**src/rtl/dmem_arbiter_if.sv**
```systemverilog
// Bundles both requester ports, the shared response data, the memory strobes and busy.
// Latency: pure wiring, no storage.
// Backpressure: requesters hold req level-high with stable fields until their one-cycle ack.
interface dmem_arbiter_if #(
    parameter int DATA_W = 32,
    parameter int ADDR_W = 32
);
    // Requester 0: core load/store path
    logic              m0_req;
    logic              m0_we;
    logic [ADDR_W-1:0] m0_addr;
    logic [DATA_W-1:0] m0_wdata;
    logic              m0_ack;
    logic              m0_err;

    // Requester 1: debug/loader port
    logic              m1_req;
    logic              m1_we;
    logic [ADDR_W-1:0] m1_addr;
    logic [DATA_W-1:0] m1_wdata;
    logic              m1_ack;
    logic              m1_err;

    // Shared read-data return, valid while either ack is high
    logic [DATA_W-1:0] rsp_rdata;

    // Data memory side
    logic              mem_memwrite;
    logic              mem_memread;
    logic [ADDR_W-1:0] mem_addr;
    logic [DATA_W-1:0] mem_wdata;
    logic [DATA_W-1:0] mem_rdata;

    logic              busy;

    // Environment side: requesters plus the memory array
    modport master (
        output m0_req, m0_we, m0_addr, m0_wdata,
        input  m0_ack, m0_err,
        output m1_req, m1_we, m1_addr, m1_wdata,
        input  m1_ack, m1_err,
        input  rsp_rdata,
        input  mem_memwrite, mem_memread, mem_addr, mem_wdata,
        output mem_rdata,
        input  busy
    );

    // Arbiter side
    modport slave (
        input  m0_req, m0_we, m0_addr, m0_wdata,
        output m0_ack, m0_err,
        input  m1_req, m1_we, m1_addr, m1_wdata,
        output m1_ack, m1_err,
        output rsp_rdata,
        output mem_memwrite, mem_memread, mem_addr, mem_wdata,
        input  mem_rdata,
        output busy
    );
endinterface

```
**src/rtl/dmem_arbiter.sv**
```systemverilog
// Round-robin two-port arbiter/sequencer in front of the word-addressed data memory.
// Latency: 3 cycles from the IDLE sample of a request to its ack (IDLE, ACCESS, RESP).
// Backpressure: a losing or late requester simply keeps req high; fields are sampled only in IDLE.
module dmem_arbiter #(
    parameter int DATA_W    = 32,
    parameter int ADDR_W    = 32,
    parameter int MEM_WORDS = 64
) (
    input  logic          clk,
    input  logic          reset,
    dmem_arbiter_if.slave bus
);

    // Word index width: byte address with the two byte-lane bits dropped
    localparam int IDX_W = ADDR_W - 2;
    localparam logic [IDX_W-1:0] MEM_LIMIT = IDX_W'(MEM_WORDS);

    typedef enum logic [1:0] {
        ST_IDLE   = 2'd0,
        ST_ACCESS = 2'd1,
        ST_RESP   = 2'd2
    } state_t;

    state_t            state_q, state_d;
    logic              last_grant_q, last_grant_d;
    logic              owner_q, owner_d;
    logic              we_q, we_d;
    logic [IDX_W-1:0]  idx_q, idx_d;
    logic [DATA_W-1:0] wdata_q, wdata_d;
    logic              err_q, err_d;
    logic [DATA_W-1:0] rsp_q, rsp_d;

    // Arbitration result and the selected requester's fields
    logic              gnt_any;
    logic              gnt1;
    logic              sel_we;
    logic [ADDR_W-1:0] sel_addr;
    logic [DATA_W-1:0] sel_wdata;
    logic              sel_err;

    // Round-robin pick: on contention the requester that did not win last time goes next
    always_comb begin
        gnt_any   = bus.m0_req | bus.m1_req;
        gnt1      = bus.m1_req & (~bus.m0_req | ~last_grant_q);
        sel_we    = gnt1 ? bus.m1_we    : bus.m0_we;
        sel_addr  = gnt1 ? bus.m1_addr  : bus.m0_addr;
        sel_wdata = gnt1 ? bus.m1_wdata : bus.m0_wdata;
        // Misaligned byte address or word index past the end of the array
        sel_err   = (sel_addr[1:0] != 2'b00) | (sel_addr[ADDR_W-1:2] >= MEM_LIMIT);
    end

    // State register and latched transaction context
    always_ff @(posedge clk or posedge reset) begin
        if (reset) begin
            state_q      <= ST_IDLE;
            last_grant_q <= 1'b1;
            owner_q      <= 1'b0;
            we_q         <= 1'b0;
            idx_q        <= '0;
            wdata_q      <= '0;
            err_q        <= 1'b0;
            rsp_q        <= '0;
        end else begin
            state_q      <= state_d;
            last_grant_q <= last_grant_d;
            owner_q      <= owner_d;
            we_q         <= we_d;
            idx_q        <= idx_d;
            wdata_q      <= wdata_d;
            err_q        <= err_d;
            rsp_q        <= rsp_d;
        end
    end

    // Next-state: latch the winner in IDLE, capture read data at the end of ACCESS,
    // and record the owner as last grant when the response retires
    always_comb begin
        state_d      = state_q;
        last_grant_d = last_grant_q;
        owner_d      = owner_q;
        we_d         = we_q;
        idx_d        = idx_q;
        wdata_d      = wdata_q;
        err_d        = err_q;
        rsp_d        = rsp_q;

        case (state_q)
            ST_IDLE: begin
                if (gnt_any) begin
                    owner_d = gnt1;
                    we_d    = sel_we;
                    idx_d   = sel_addr[ADDR_W-1:2];
                    wdata_d = sel_wdata;
                    err_d   = sel_err;
                    state_d = ST_ACCESS;
                end
            end
            ST_ACCESS: begin
                // Writes and faulted accesses return zero so stale data never leaks out
                rsp_d   = (~we_q & ~err_q) ? bus.mem_rdata : '0;
                state_d = ST_RESP;
            end
            ST_RESP: begin
                last_grant_d = owner_q;
                state_d      = ST_IDLE;
            end
            default: begin
                state_d = ST_IDLE;
            end
        endcase
    end

    // Outputs: memory strobes only in ACCESS, ack/err only in RESP, everything else zero
    always_comb begin
        bus.mem_memwrite = 1'b0;
        bus.mem_memread  = 1'b0;
        bus.mem_addr     = '0;
        bus.mem_wdata    = '0;
        bus.m0_ack       = 1'b0;
        bus.m0_err       = 1'b0;
        bus.m1_ack       = 1'b0;
        bus.m1_err       = 1'b0;
        bus.rsp_rdata    = rsp_q;
        bus.busy         = (state_q != ST_IDLE);

        if (state_q == ST_ACCESS) begin
            bus.mem_addr     = {2'b00, idx_q};
            bus.mem_wdata    = wdata_q;
            bus.mem_memwrite = we_q & ~err_q;
            bus.mem_memread  = ~we_q & ~err_q;
        end

        if (state_q == ST_RESP) begin
            if (owner_q) begin
                bus.m1_ack = 1'b1;
                bus.m1_err = err_q;
            end else begin
                bus.m0_ack = 1'b1;
                bus.m0_err = err_q;
            end
        end
    end

endmodule

```
**src/flat_wrapper.sv**
```systemverilog
// flat-port wrapper written by rule: the top's interface ports become plain ports
module dmem_arbiter_flat 
#(
    parameter int DATA_W    = 32,
    parameter int ADDR_W    = 32,
    parameter int MEM_WORDS = 64
)
  (clk, reset, bus_m0_req, bus_m0_we, bus_m0_addr, bus_m0_wdata, bus_m0_ack, bus_m0_err, bus_m1_req, bus_m1_we, bus_m1_addr, bus_m1_wdata, bus_m1_ack, bus_m1_err, bus_rsp_rdata, bus_mem_memwrite, bus_mem_memread, bus_mem_addr, bus_mem_wdata, bus_mem_rdata, bus_busy);
  dmem_arbiter_if #(.DATA_W(DATA_W), .ADDR_W(ADDR_W)) bus_i ();
  input  logic clk;
  input  logic reset;
  input wire logic [$bits(bus_i.m0_req)-1:0] bus_m0_req;
  input wire logic [$bits(bus_i.m0_we)-1:0] bus_m0_we;
  input wire logic [$bits(bus_i.m0_addr)-1:0] bus_m0_addr;
  input wire logic [$bits(bus_i.m0_wdata)-1:0] bus_m0_wdata;
  output wire logic [$bits(bus_i.m0_ack)-1:0] bus_m0_ack;
  output wire logic [$bits(bus_i.m0_err)-1:0] bus_m0_err;
  input wire logic [$bits(bus_i.m1_req)-1:0] bus_m1_req;
  input wire logic [$bits(bus_i.m1_we)-1:0] bus_m1_we;
  input wire logic [$bits(bus_i.m1_addr)-1:0] bus_m1_addr;
  input wire logic [$bits(bus_i.m1_wdata)-1:0] bus_m1_wdata;
  output wire logic [$bits(bus_i.m1_ack)-1:0] bus_m1_ack;
  output wire logic [$bits(bus_i.m1_err)-1:0] bus_m1_err;
  output wire logic [$bits(bus_i.rsp_rdata)-1:0] bus_rsp_rdata;
  output wire logic [$bits(bus_i.mem_memwrite)-1:0] bus_mem_memwrite;
  output wire logic [$bits(bus_i.mem_memread)-1:0] bus_mem_memread;
  output wire logic [$bits(bus_i.mem_addr)-1:0] bus_mem_addr;
  output wire logic [$bits(bus_i.mem_wdata)-1:0] bus_mem_wdata;
  input wire logic [$bits(bus_i.mem_rdata)-1:0] bus_mem_rdata;
  output wire logic [$bits(bus_i.busy)-1:0] bus_busy;
  assign bus_i.m0_req = bus_m0_req;
  assign bus_i.m0_we = bus_m0_we;
  assign bus_i.m0_addr = bus_m0_addr;
  assign bus_i.m0_wdata = bus_m0_wdata;
  assign bus_m0_ack = bus_i.m0_ack;
  assign bus_m0_err = bus_i.m0_err;
  assign bus_i.m1_req = bus_m1_req;
  assign bus_i.m1_we = bus_m1_we;
  assign bus_i.m1_addr = bus_m1_addr;
  assign bus_i.m1_wdata = bus_m1_wdata;
  assign bus_m1_ack = bus_i.m1_ack;
  assign bus_m1_err = bus_i.m1_err;
  assign bus_rsp_rdata = bus_i.rsp_rdata;
  assign bus_mem_memwrite = bus_i.mem_memwrite;
  assign bus_mem_memread = bus_i.mem_memread;
  assign bus_mem_addr = bus_i.mem_addr;
  assign bus_mem_wdata = bus_i.mem_wdata;
  assign bus_i.mem_rdata = bus_mem_rdata;
  assign bus_busy = bus_i.busy;
  dmem_arbiter #(.DATA_W(DATA_W), .ADDR_W(ADDR_W), .MEM_WORDS(MEM_WORDS)) u_core (.clk(clk), .reset(reset), .bus(bus_i));
endmodule
```
**config.mk**
```make
export PLATFORM = sky130hd
export DESIGN_NAME = dmem_arbiter_flat
export DESIGN_NICKNAME = d
export VERILOG_FILES = /design/src/rtl/dmem_arbiter_if.sv /design/src/rtl/dmem_arbiter.sv /design/src/flat_wrapper.sv
export SDC_FILE = /design/constraint.sdc
export NUM_CORES = 1
export LEC_CHECK = 0
export CAP_MARGIN = 20
export CORE_MARGIN = 3
export CORE_UTILIZATION = 40
export CTS_BUF_LIST = sky130_fd_sc_hd__clkbuf_4
export DETAILED_ROUTE_END_ITERATION = 6
export PLACE_DENSITY = 0.83
export SYNTH_ARGS = -nofsm -noshare
export SYNTH_HDL_FRONTEND = slang
export SYNTH_SLANG_ARGS = --single-unit
export TNS_END_PERCENT = 5
```
**constraint.sdc**
```tcl
create_clock -name clk -period 3.73 [get_ports clk]
set_input_delay 0.5595 -clock clk [delete_from_list [all_inputs] [get_ports clk]]
set_output_delay 0.5595 -clock clk [all_outputs]
set_load 0.01 [all_outputs]
```
; Word-level counts from Yosys, hierarchy flattened
; Index checks and enable logic that the tools add are counted.
[totals]
mem_bits_ro = 0
inputBits = 166
ramBits = 0
regBits = 100
latchBits = 0
wordCells = 44
mem_count = 0
[op_classes]
muxes = 18
div = 0
reduce_logical = 4
n_addsub = 0
shift = 0
n_bitwise = 10
order_cmp = 1
n_eq_ne = 3
multipliers = 0
[op_table]
columns = op, count
row1 = 32-bit 2-to-1 mux, 4
row2 = "30-bit by 7-bit greater-or-equal comparator with 1-bit output, second input constant", 1
row3 = 30-bit 2-to-1 mux, 1
row4 = 1-bit 2-to-1 mux, 11
row5 = 1-bit inverter, 4
row6 = 2-bit one-hot mux with 2 select lines, 1
row7 = 2-bit nonzero test, 2
row8 = 1-bit bitwise AND, 3
row9 = 1-bit bitwise OR, 3
row10 = "2-bit by 1-bit == test with 1-bit output, second input constant", 1
row11 = "2-bit == test, second input constant", 1
row12 = 2-bit logical NOT, 1
row13 = 2-bit 2-to-1 mux, 1
row14 = "2-bit by 1-bit inequality test with 1-bit output, second input constant", 1
row15 = 2-bit AND reduction, 1

; Logic depth before layout (Yosys ltp)
; Gate-level depths: netlist of the first run.
[logic_depth]
word_depth = 6
depth_mapped = 6
depth_no_buf = 4

; Least setup slack after synthesis of the first run
; No wires, ideal clock.
[synth_path]
path_type = reg2out
startpoint = reg u_core.state_q[1]
endpoint = out bus_mem_memwrite
path_stages_with_launch = 5
required_time_ns = 3.171
n_path_buf = 2
arrival_time_ns = 1.195
path_slack_ns = 1.975
cell_sequence = dfrtp_1 -> nand2b_1 -> buf_6 -> clkbuf_1 -> nor3b_1
[synth_between]
elab_chain_len = 2
[synth_rtl]
columns = item, line_no
row1 = from (decl), dmem_arbiter.sv:24  ; state_t state_q, state_d;
row2 = from (signal assigned), dmem_arbiter.sv:64  ; state_q <= state_d;
row3 = 2-bit by 1-bit == test with 1-bit output, dmem_arbiter.sv:126  ; if (state_q == ST_ACCESS) begin
row4 = 1-bit 2-to-1 mux, dmem_arbiter.sv:126
row5 = to (decl), flat_wrapper.sv:25  ; output wire logic [$bits(bus_i.mem_memwrite)-1:0] bus_mem_memwrite;
; Every way passes these cells.

; Worst setup path after layout of the first run
[layout_path]
startpoint = reg u_core.state_q[1]
endpoint = out bus_mem_wdata[3]
[layout_between]
elab_chain_len = 2
[layout_rtl]
columns = item, line_no
row1 = 2-bit by 1-bit == test with 1-bit output, dmem_arbiter.sv:126
row2 = 32-bit 2-to-1 mux, dmem_arbiter.sv:126
row3 = to (decl), flat_wrapper.sv:28  ; output wire logic [$bits(bus_i.mem_wdata)-1:0] bus_mem_wdata;
; Every way passes these cells.

==> flow_results.org, run 1 <==
** Yosys
- Sorting the synthesized cells by how often they occur yields sky130_fd_sc_hd__nand2_1, sky130_fd_sc_hd__dfrtp_1, sky130_fd_sc_hd__nor2_1.
- Counting every instance in the synthesized netlist gives between 500 and 600.
- Library cell with the highest instance count after synthesis :: sky130_fd_sc_hd__nand2_1
- Part of the Yosys area used for sequential elements :: 0.520
- The average instance in the mapped netlist occupies 9.07 µm².
- Post-synth EDFFs :: 0
- Counting distinct cell types in the post-synthesis netlist gives 32.
- Share of the synthesized area in the top cell type :: 0.515
- Share of async-settable or async-resettable flops after synthesis :: 1.00
- Counting flops and latches in the post-synthesis netlist gives 100.
- By area the synthesized netlist is led by sky130_fd_sc_hd__dfrtp_1, sky130_fd_sc_hd__nand2_1, sky130_fd_sc_hd__and2_1.
- Primary flip-flop cell chosen by synthesis mapping :: sky130_fd_sc_hd__dfrtp_1
- Largest area contributor in the synthesized netlist :: sky130_fd_sc_hd__dfrtp_1
- After synthesis the cells add up to ~4800 µm².
- Warnings from Yosys :: 0

** Finish
- Count of inserted antenna diode cells :: 0
- Fill cells in the final layout number 971.
- Proportion of layout cells with a drive suffix above 1 :: 0.0397
- Area occupied by multi-input gates :: between 2000 and 2500 µm²
- The area growth from synthesis to layout is 57.8%.
- Area occupied by registers :: about 2500 µm²
- After the last flow step, the layout net total stands at roughly 940.

** Worst setup path
- End of the worst register-to-register path :: u_core.wdata_q[28]
- Worst path top cell family by delay :: buffers and inverters
- Number of cells on the critical path :: 4
- Walking the worst path, the cells encountered are nand2b_1 > inv_2 > and2_1 > clkdlybuf4s50_1.
- Counting cells, the worst reg-to-reg path comes to 5.
- STA classifies the critical path endpoint as a primary output.
- Register-to-register path setup slack :: between 1.5 and 2 ns
- Maximum single-stage delay on the critical path :: about 0.62 ns
- Endpoint arrival time on the critical path :: approximately 2.5 ns
- Crit start category :: register
- Slowest cell on the critical path :: sky130_fd_sc_hd__inv_2
- Number of buffers and inverters on the critical path :: 2
- Crit Path Max Fanout :: 63
- The setup path with the least slack is of type reg2out.
- For the worst setup path, the data required time is about 3.2 ns.
- Worst reg2reg path startpoint :: u_core.state_q[0]

** Timing
- Measured against its own limit, the worst slew margin works out to 0.430.
- The number of pins exceeding their max-slew limit in the final report came to 0.
- Post-route setup slack :: slightly below 0.7 ns
- Hold violation total from the final report :: 0
- Clk_skew :: about 0.007 ns
- Total setup violations reported at the end of the flow :: 0
- RSZ-0062 raised after global routing :: false
- For the final routed database, the setup TNS stands at 0 ns.
- For the finished layout, the period the worst path requires is roughly 3.0 ns.
- Least-Margin Pin Slew :: ~0.85 ns
- Final period utilization :: 0.814
- Based on the critical path, the design can be clocked at up to between 300 and 400 MHz.

** Place
- Buffers placed on the I/O ports in this run total around 270.
- After legalization and detailed placement, the total HPWL measured approximately 12,000 µm.
- OpenSTA, run right after detailed placement, puts the worst setup slack at 1.12 ns.
- Routability cong. :: 0.882

** GRT
- Global routing usage on met1 :: 0.271
- Initial antenna violation count :: 1
- Most Crowded Layer GR :: met2
- Met3 GRT Util :: 0.0715
- For this run the aggregate overflow at the end of global routing stands at 0.
- Met2 Resource Use GR :: 0.408
- Entering global routing, the biggest net connects 75 pins.
- Number of global-route vias before repair :: 4,757
- The first global-routing pass estimated around 24,000 µm of wire.
- Across every metal layer, demand over resource in global routing totals 0.233.

** Clocking
- Clock tree sinks :: 100
- TritonCTS built the clock tree.
- Root buffer selected by CTS :: sky130_fd_sc_hd__clkbuf_4
- Insertion delay of the later-clocked pin in the worst-skew pair :: between 0.4 and 0.5 ns
- CTS clk-pin slew, worst paths :: 0.14 ns
- Post-CTS setup buffers :: 0
- Number of buffers created by CTS :: 9
- For this design, the CTS-stage hold fixing added 0 buffers.
- After clock tree synthesis, the repair step resized 0 gates.
- The clock tree synthesis step divided the H-tree into 3 levels.
- Max clock buf depth :: 2

** Power
- Pleak :: between 3 and 4 nW
- Power per Cell Area :: roughly 600 nW/µm²
- VDD sags by at most about 0.00043 V.

** Drt
- Detailed-route via count :: 4,792
- After detailed routing, the total wire length is about 16,000 µm.
- Number of search-and-repair iterations in the first detailed-routing pass :: 5
- DRC violations left :: 0
- Dividing the detail-routed wire length by the instance count gives 17.4 µm.
- First DRT Iteration DRCs :: roughly 370
- In this run the remaining antenna-violating nets after routing total 0.
- Number of vias per cell :: 5.19

** Die
- During I/O placement, the number of pins put on the boundary was 269.
- The die covers 13,400 µm².
- Measured along the y axis, the die boundary spans 116 µm.
- Core box area :: 11,600 µm²
- Initial standard-cell utilization of the core :: 0.415
- Width of the die :: approximately 120 µm
- Number of rows created at floorplan :: 39

** Run status
- Status :: complete, no violations

** Worst hold path
- Hold crit path type :: in2async

** Job
- Number of max-capacitance violations reported :: 0
cells by family after synthesis:
| logic type | count (synthesis) | synth area share |
|---|---|---|
| other | 1 | 0.000779 |
| DFF | 100 | 0.520 |
| muxes | 1 | 0.00208 |
| AOI/OAI and AO/OA | 103 | 0.155 |
| and+or+nand+nor | 279 | 0.264 |
| buffers and inverters | 47 | 0.0587 |
layout by cell type, fill, tap and decap left out, types with 2 or more instances in the layout:
cell                              synthesis  layout
sky130_fd_sc_hd__dfrtp_1                 99      99
sky130_fd_sc_hd__nor3_1                   2       2
sky130_fd_sc_hd__nor4_1                  10      10
sky130_fd_sc_hd__buf_12                   0       2
sky130_fd_sc_hd__nand2_1                125     125
sky130_fd_sc_hd__clkinv_2                 0       4
sky130_fd_sc_hd__a22o_1                  32      32
sky130_fd_sc_hd__nor2_1                  68      68
sky130_fd_sc_hd__and2_1                  64      64
sky130_fd_sc_hd__clkdlybuf4s50_1          0     266
sky130_fd_sc_hd__conb_1                   1       2
sky130_fd_sc_hd__clkbuf_4                 0      10
sky130_fd_sc_hd__buf_4                   13       6
sky130_fd_sc_hd__inv_1                    4       3
sky130_fd_sc_hd__nand4_1                  3       3
sky130_fd_sc_hd__a31oi_1                 62      62
sky130_fd_sc_hd__nand2b_1                 2       2
sky130_fd_sc_hd__o21ai_0                  2       2
worst reg2reg max path, cell delays in order, from the launching register on:
cell and delay, ns:
sky130_fd_sc_hd__dfrtp_1 0.42, sky130_fd_sc_hd__nor2_2 0.25, sky130_fd_sc_hd__o21a_4 0.69, sky130_fd_sc_hd__buf_12 0.32, sky130_fd_sc_hd__nor2_1 0.11, sky130_fd_sc_hd__a31oi_1 0.17
layout make-up:
| type | count | share of cell area |
|---|---|---|
| timing repair buffer | 274 | 0.362 |
| multi-input combinational | 385 | 0.268 |
| tap | 143 | 0.0236 |
| clock buffer | 10 | 0.00988 |
| sequential | 100 | 0.330 |
| inverter | 5 | 0.00280 |
| clock inverter | 6 | 0.00412 |
metal layers:
layer | up-vias | part of all wire
met4 | 4 | 0.020
met5 | - | 0.0010
met3 | 27 | 0.097
met1 | 2250 | 0.39
met2 | 229 | 0.49
li1 | 2282 | -
sequential cells by signal, indices dropped and copies added (netlist names):
register	cells
u_core.wdata_q	32
u_core.bus.rsp_rdata	32
u_core.we_q	1
u_core.last_grant_q	1
u_core.idx_q	30
u_core.err_q	1
u_core.owner_q	1
u_core.state_q	2
per-stage QoR:
stage          cells   util  power, mW  area (µm²)  hold WS [ns]
2_1_floorplan    532      -       2.93        4820         0.487
3_3_place_gp     907  0.645       3.93        7490         0.488
3_5_place_dp     907  0.645       4.00        7490         0.491
4_1_cts          923  0.654       4.50        7600         0.526
5_1_grt          923  0.654       4.78        7600         0.533
6_report         923  0.654       4.45        7600         0.519
report_power, final:
group	internal (mW)	total [mW]	switching (mW)
Clock	0.139	0.493	0.355
Sequential	1.46	1.67	0.208
Combinational	1.16	2.29	1.13
worst max path at each step:
stage / start / end / slack, ns
after global routing: u_core.state_q[1] / bus_mem_wdata[23] / 0.47
after floorplan: reset / u_core.bus.rsp_rdata[0] / 0.55
after global placement: u_core.state_q[1] / bus_mem_wdata[15] / 1.15
after CTS: u_core.state_q[1] / bus_mem_wdata[26] / 0.58
final: u_core.state_q[1] / bus_mem_wdata[3] / 0.69
after detailed placement: u_core.state_q[1] / bus_mem_wdata[26] / 1.12
(Power assumes the default switching activity.)
==> run 2: changes to the inputs <==
Settings changed: CORE_UTILIZATION 40 to 36, PLACE_DENSITY 0.83 to 0.79.
Clock period 3.73 ns to 2.6 ns, I/O delays scaled along.
==> flow_results.org, run 2 (synthesized netlist as in run 1, its figures left out) <==
** Run status
- Status: complete, no violations (unchanged).

** Finish
- The number of nets in the finished design was 949 (was 941).
- Most frequent cells in the layout :: sky130_fd_sc_hd__clkdlybuf4s50_1, sky130_fd_sc_hd__nand2_1, sky130_fd_sc_hd__dfrtp_1 (unchanged)
- Proportion of layout cells with a drive suffix above 1 :: 0.0470 (was 0.0397)
- Leading cell type in the layout, fill and taps excluded :: sky130_fd_sc_hd__clkdlybuf4s50_1 (unchanged)
- Core utilization of the finished layout :: 0.606 (was 0.654)
- The number of fill cells is 1,093 (was 971).
- The diode insertion count for antenna repair was 0 (unchanged).
- The area overhead of the layout relative to synthesis is 61.4% (was 57.8%).

** Worst setup path
- Type of element capturing the critical path :: primary output (unchanged)
- Worst reg2reg path startpoint :: u_core.last_grant_q (was u_core.state_q[0])
- The worst reg-to-reg path cell count is 4 (was 5).
- Register-to-register path setup slack :: 0.86 ns (was 1.71 ns)
- The type of the worst setup path is reg2out (unchanged).
- The startpoint type of the worst setup path was a register (unchanged).
- The highest fanout seen on the critical path is 34 (was 63).
- The data arrival time of the critical path came to 2.09 ns (was 2.48 ns).
- Data required time at the worst endpoint :: 2.21 ns (was 3.17 ns)
- End of the worst register-to-register path :: u_core.wdata_q[11] (was u_core.wdata_q[28])

** Timing
- The count of final setup violators came to 0 (unchanged).
- The number of pins exceeding their max-slew limit in the final report came to 0 (unchanged).
- Highest achievable clock rate :: roughly 400 MHz
- Post-route setup slack :: 0.117 ns (was 0.695 ns)
- RSZ-0062 raised after global routing: false (unchanged).
- The post-route worst hold slack came to 0.421 ns (was 0.519 ns).
- The count of final hold-check violations was 0 (unchanged).
- Max-slew headroom at the worst pin :: 0.483 (was 0.430)
- Clk_skew :: 0.0130 ns (was 0.00696 ns)
- Of the available clock period, the critical path in the final layout requires 0.955.
- Shortest period the worst path allows :: 2.48 ns
- Least-Margin Pin Slew :: 0.773 ns (was 0.855 ns)
- Sum Neg Setup Slack :: 0 ns (unchanged)

** Drt
- Met2 wire len :: 8010 µm (was 7930 µm)
- The number of optimization iterations in the first detailed-route pass came to 5 (unchanged).
- The final wirelength came to 16,200 µm (was 16,000 µm).
- The number of nets still failing antenna checks after routing is 0 (unchanged).
- The top layer used by detailed routing was met4 (was met5).
- The overall via count from detail_route was 4,821 (was 4,792).
- The post-route met1 wirelength was 6600 µm (was 6210 µm).
- The via density per instance came to 5.03 (was 5.19).
- First DRT Iteration DRCs :: 229 (was 365)
- The DRC violation count after routing was 0 (unchanged).
- The average wire length per cell after detail routing is 16.9 µm (was 17.4 µm).
- Routed wl met3 :: 1270 µm (was 1560 µm)

** Worst hold path
- The type of the tightest min-delay check was in2async (unchanged).

** Power
- The share of total power in sequential cells was 0.357 (was 0.374).
- Net Sw Power :: 2.48 mW (was 1.70 mW)
- The combinational share of power was 0.523 (was 0.515).
- Pleak :: 3.24 nW (was 3.17 nW)
- Switch share :: 0.372 (was 0.381)
- Maximum VDD drop :: 0.000458 V (was 0.000434 V)
- The clock network fraction of total power came to 0.119 (was 0.111).
- Total Power Consumption :: 6.66 mW (was 4.45 mW)
- Int Pwr :: 4.18 mW (was 2.75 mW)
- The power density over the cells was 857 nW/µm² (was 586 nW/µm²).

** GRT
- The maximum number of pins on one net before global-route repair was 52 (was 75).
- The total congestion overflow after global routing was 0 (unchanged).
- Initial antenna violation count :: 0 (was 1)
- The total track usage was 0.215 (was 0.233).
- The via count of the first global-routing pass is 4,922 (was 4,757).
- Global-route wire length before repair :: 25,300 µm (was 24,300 µm)

** Clocking
- The clock-pin slew reported for the worst setup and hold paths after clock tree synthesis is 0.14 ns (about the same).
- The worst-skew pair later-pin latency was 0.45 ns (was 0.44 ns).
- The number of buffers created by CTS came to 9 (unchanged).
- The deepest clock path buffer count came to 2 (unchanged).
- The post-CTS repair timing setup buffer count was 0 (unchanged).
- The TritonCTS clock tree was built (unchanged).
- The buffer type at the clock tree root is sky130_fd_sc_hd__clkbuf_4 (unchanged).
- The number of H-tree levels came to 3 (unchanged).
- The number of hold buffers added after CTS came to 0 (unchanged).
- The number of clock sinks seen by CTS is 100 (unchanged).

** Die
- The chip width is 122 µm (was 116 µm).
- Number of rows created at floorplan :: 41 (was 39)
- Initial standard-cell utilization of the core :: 0.375 (was 0.415)
- The standard cell core area was 12,800 µm² (was 11,600 µm²).
- Floorplan die height :: 122 µm (was 116 µm)
- The number of placed I/O pins came to 269 (unchanged).
- Full die area :: 14,800 µm² (was 13,400 µm²)

** Place
- The number of buffers inserted by port buffering was 266 (unchanged).
- The routability-driven placement congestion ratio came to 0.888 (was 0.882).
- The final HPWL from detailed placement came to 12,400 µm (was 12,100 µm).
- The worst-case setup slack after placement came to 0.405 ns (was 1.12 ns).

** Job
- The number of maximum-capacitance constraint violations is 0 (unchanged).
## run 2: power by group through the flow
stage | clock [mW] | combinational (mW) | sequential (mW)
floorplan | 0 | 1.90 | 2.30
global placement | 0 | 3.40 | 2.40
detailed placement | 0 | 3.48 | 2.40
CTS | 0.814 | 3.50 | 2.37
global route | 0.878 | 3.80 | 2.44
finish | 0.794 | 3.49 | 2.38
## run 2: repair_timing
item | 4_1_cts | 5_1_grt
resized for setup | 2 | 4
gates cloned | 0 | 1
setup endpoints to repair | 42 | 43
pin swaps | 0 | 0
## run 2: final cells by class
class,count,area [µm²],area share
timing repair buffer,281,2850,0.367
inverter,5,27.5,0.00354
clock buffer,11,82.6,0.0106
tap,172,215,0.0277
multi-input combinational,385,2040,0.263
sequential,100,2500,0.322
timing repair inverter,1,5.00,0.000644
clock inverter,4,41.3,0.00531
## run 2: worst max path at each step
stage	start	end	slack [ns]	cells after the start
floorplan	u_core.state_q[1]	bus_mem_memwrite	1.01	4
global placement	u_core.state_q[1]	bus_mem_addr[27]	0.48	5
detailed placement	bus_m0_req	u_core.wdata_q[11]	0.41	5
finish	u_core.state_q[1]	bus_mem_memread	0.12	4
CTS	u_core.state_q[1]	bus_mem_addr[23]	0.03	5
global route	u_core.state_q[1]	bus_mem_memread	0.002	4
## run 2: through the flow
stage | instance area (µm²) | instances
after CTS | 7760 | 958
final | 7770 | 959
after detailed placement | 7630 | 943
after global placement | 7630 | 943
after global routing | 7770 | 959
after floorplan | 4820 | 532
## run 2: per-layer routing
metal / track usage / vias to the layer above
li1: - / 2303
met5: 0 / -
met4: 0.0784 / 0
met2: 0.369 / 212
met1: 0.269 / 2280
met3: 0.0455 / 26
## run 2: worst max-delay path: stages, from the launching register on
cell,delay (ns)
sky130_fd_sc_hd__dfrtp_1,0.42
sky130_fd_sc_hd__nand2b_2,0.24
sky130_fd_sc_hd__buf_6,0.22
sky130_fd_sc_hd__nor3_4,0.17
sky130_fd_sc_hd__clkdlybuf4s50_1,0.59
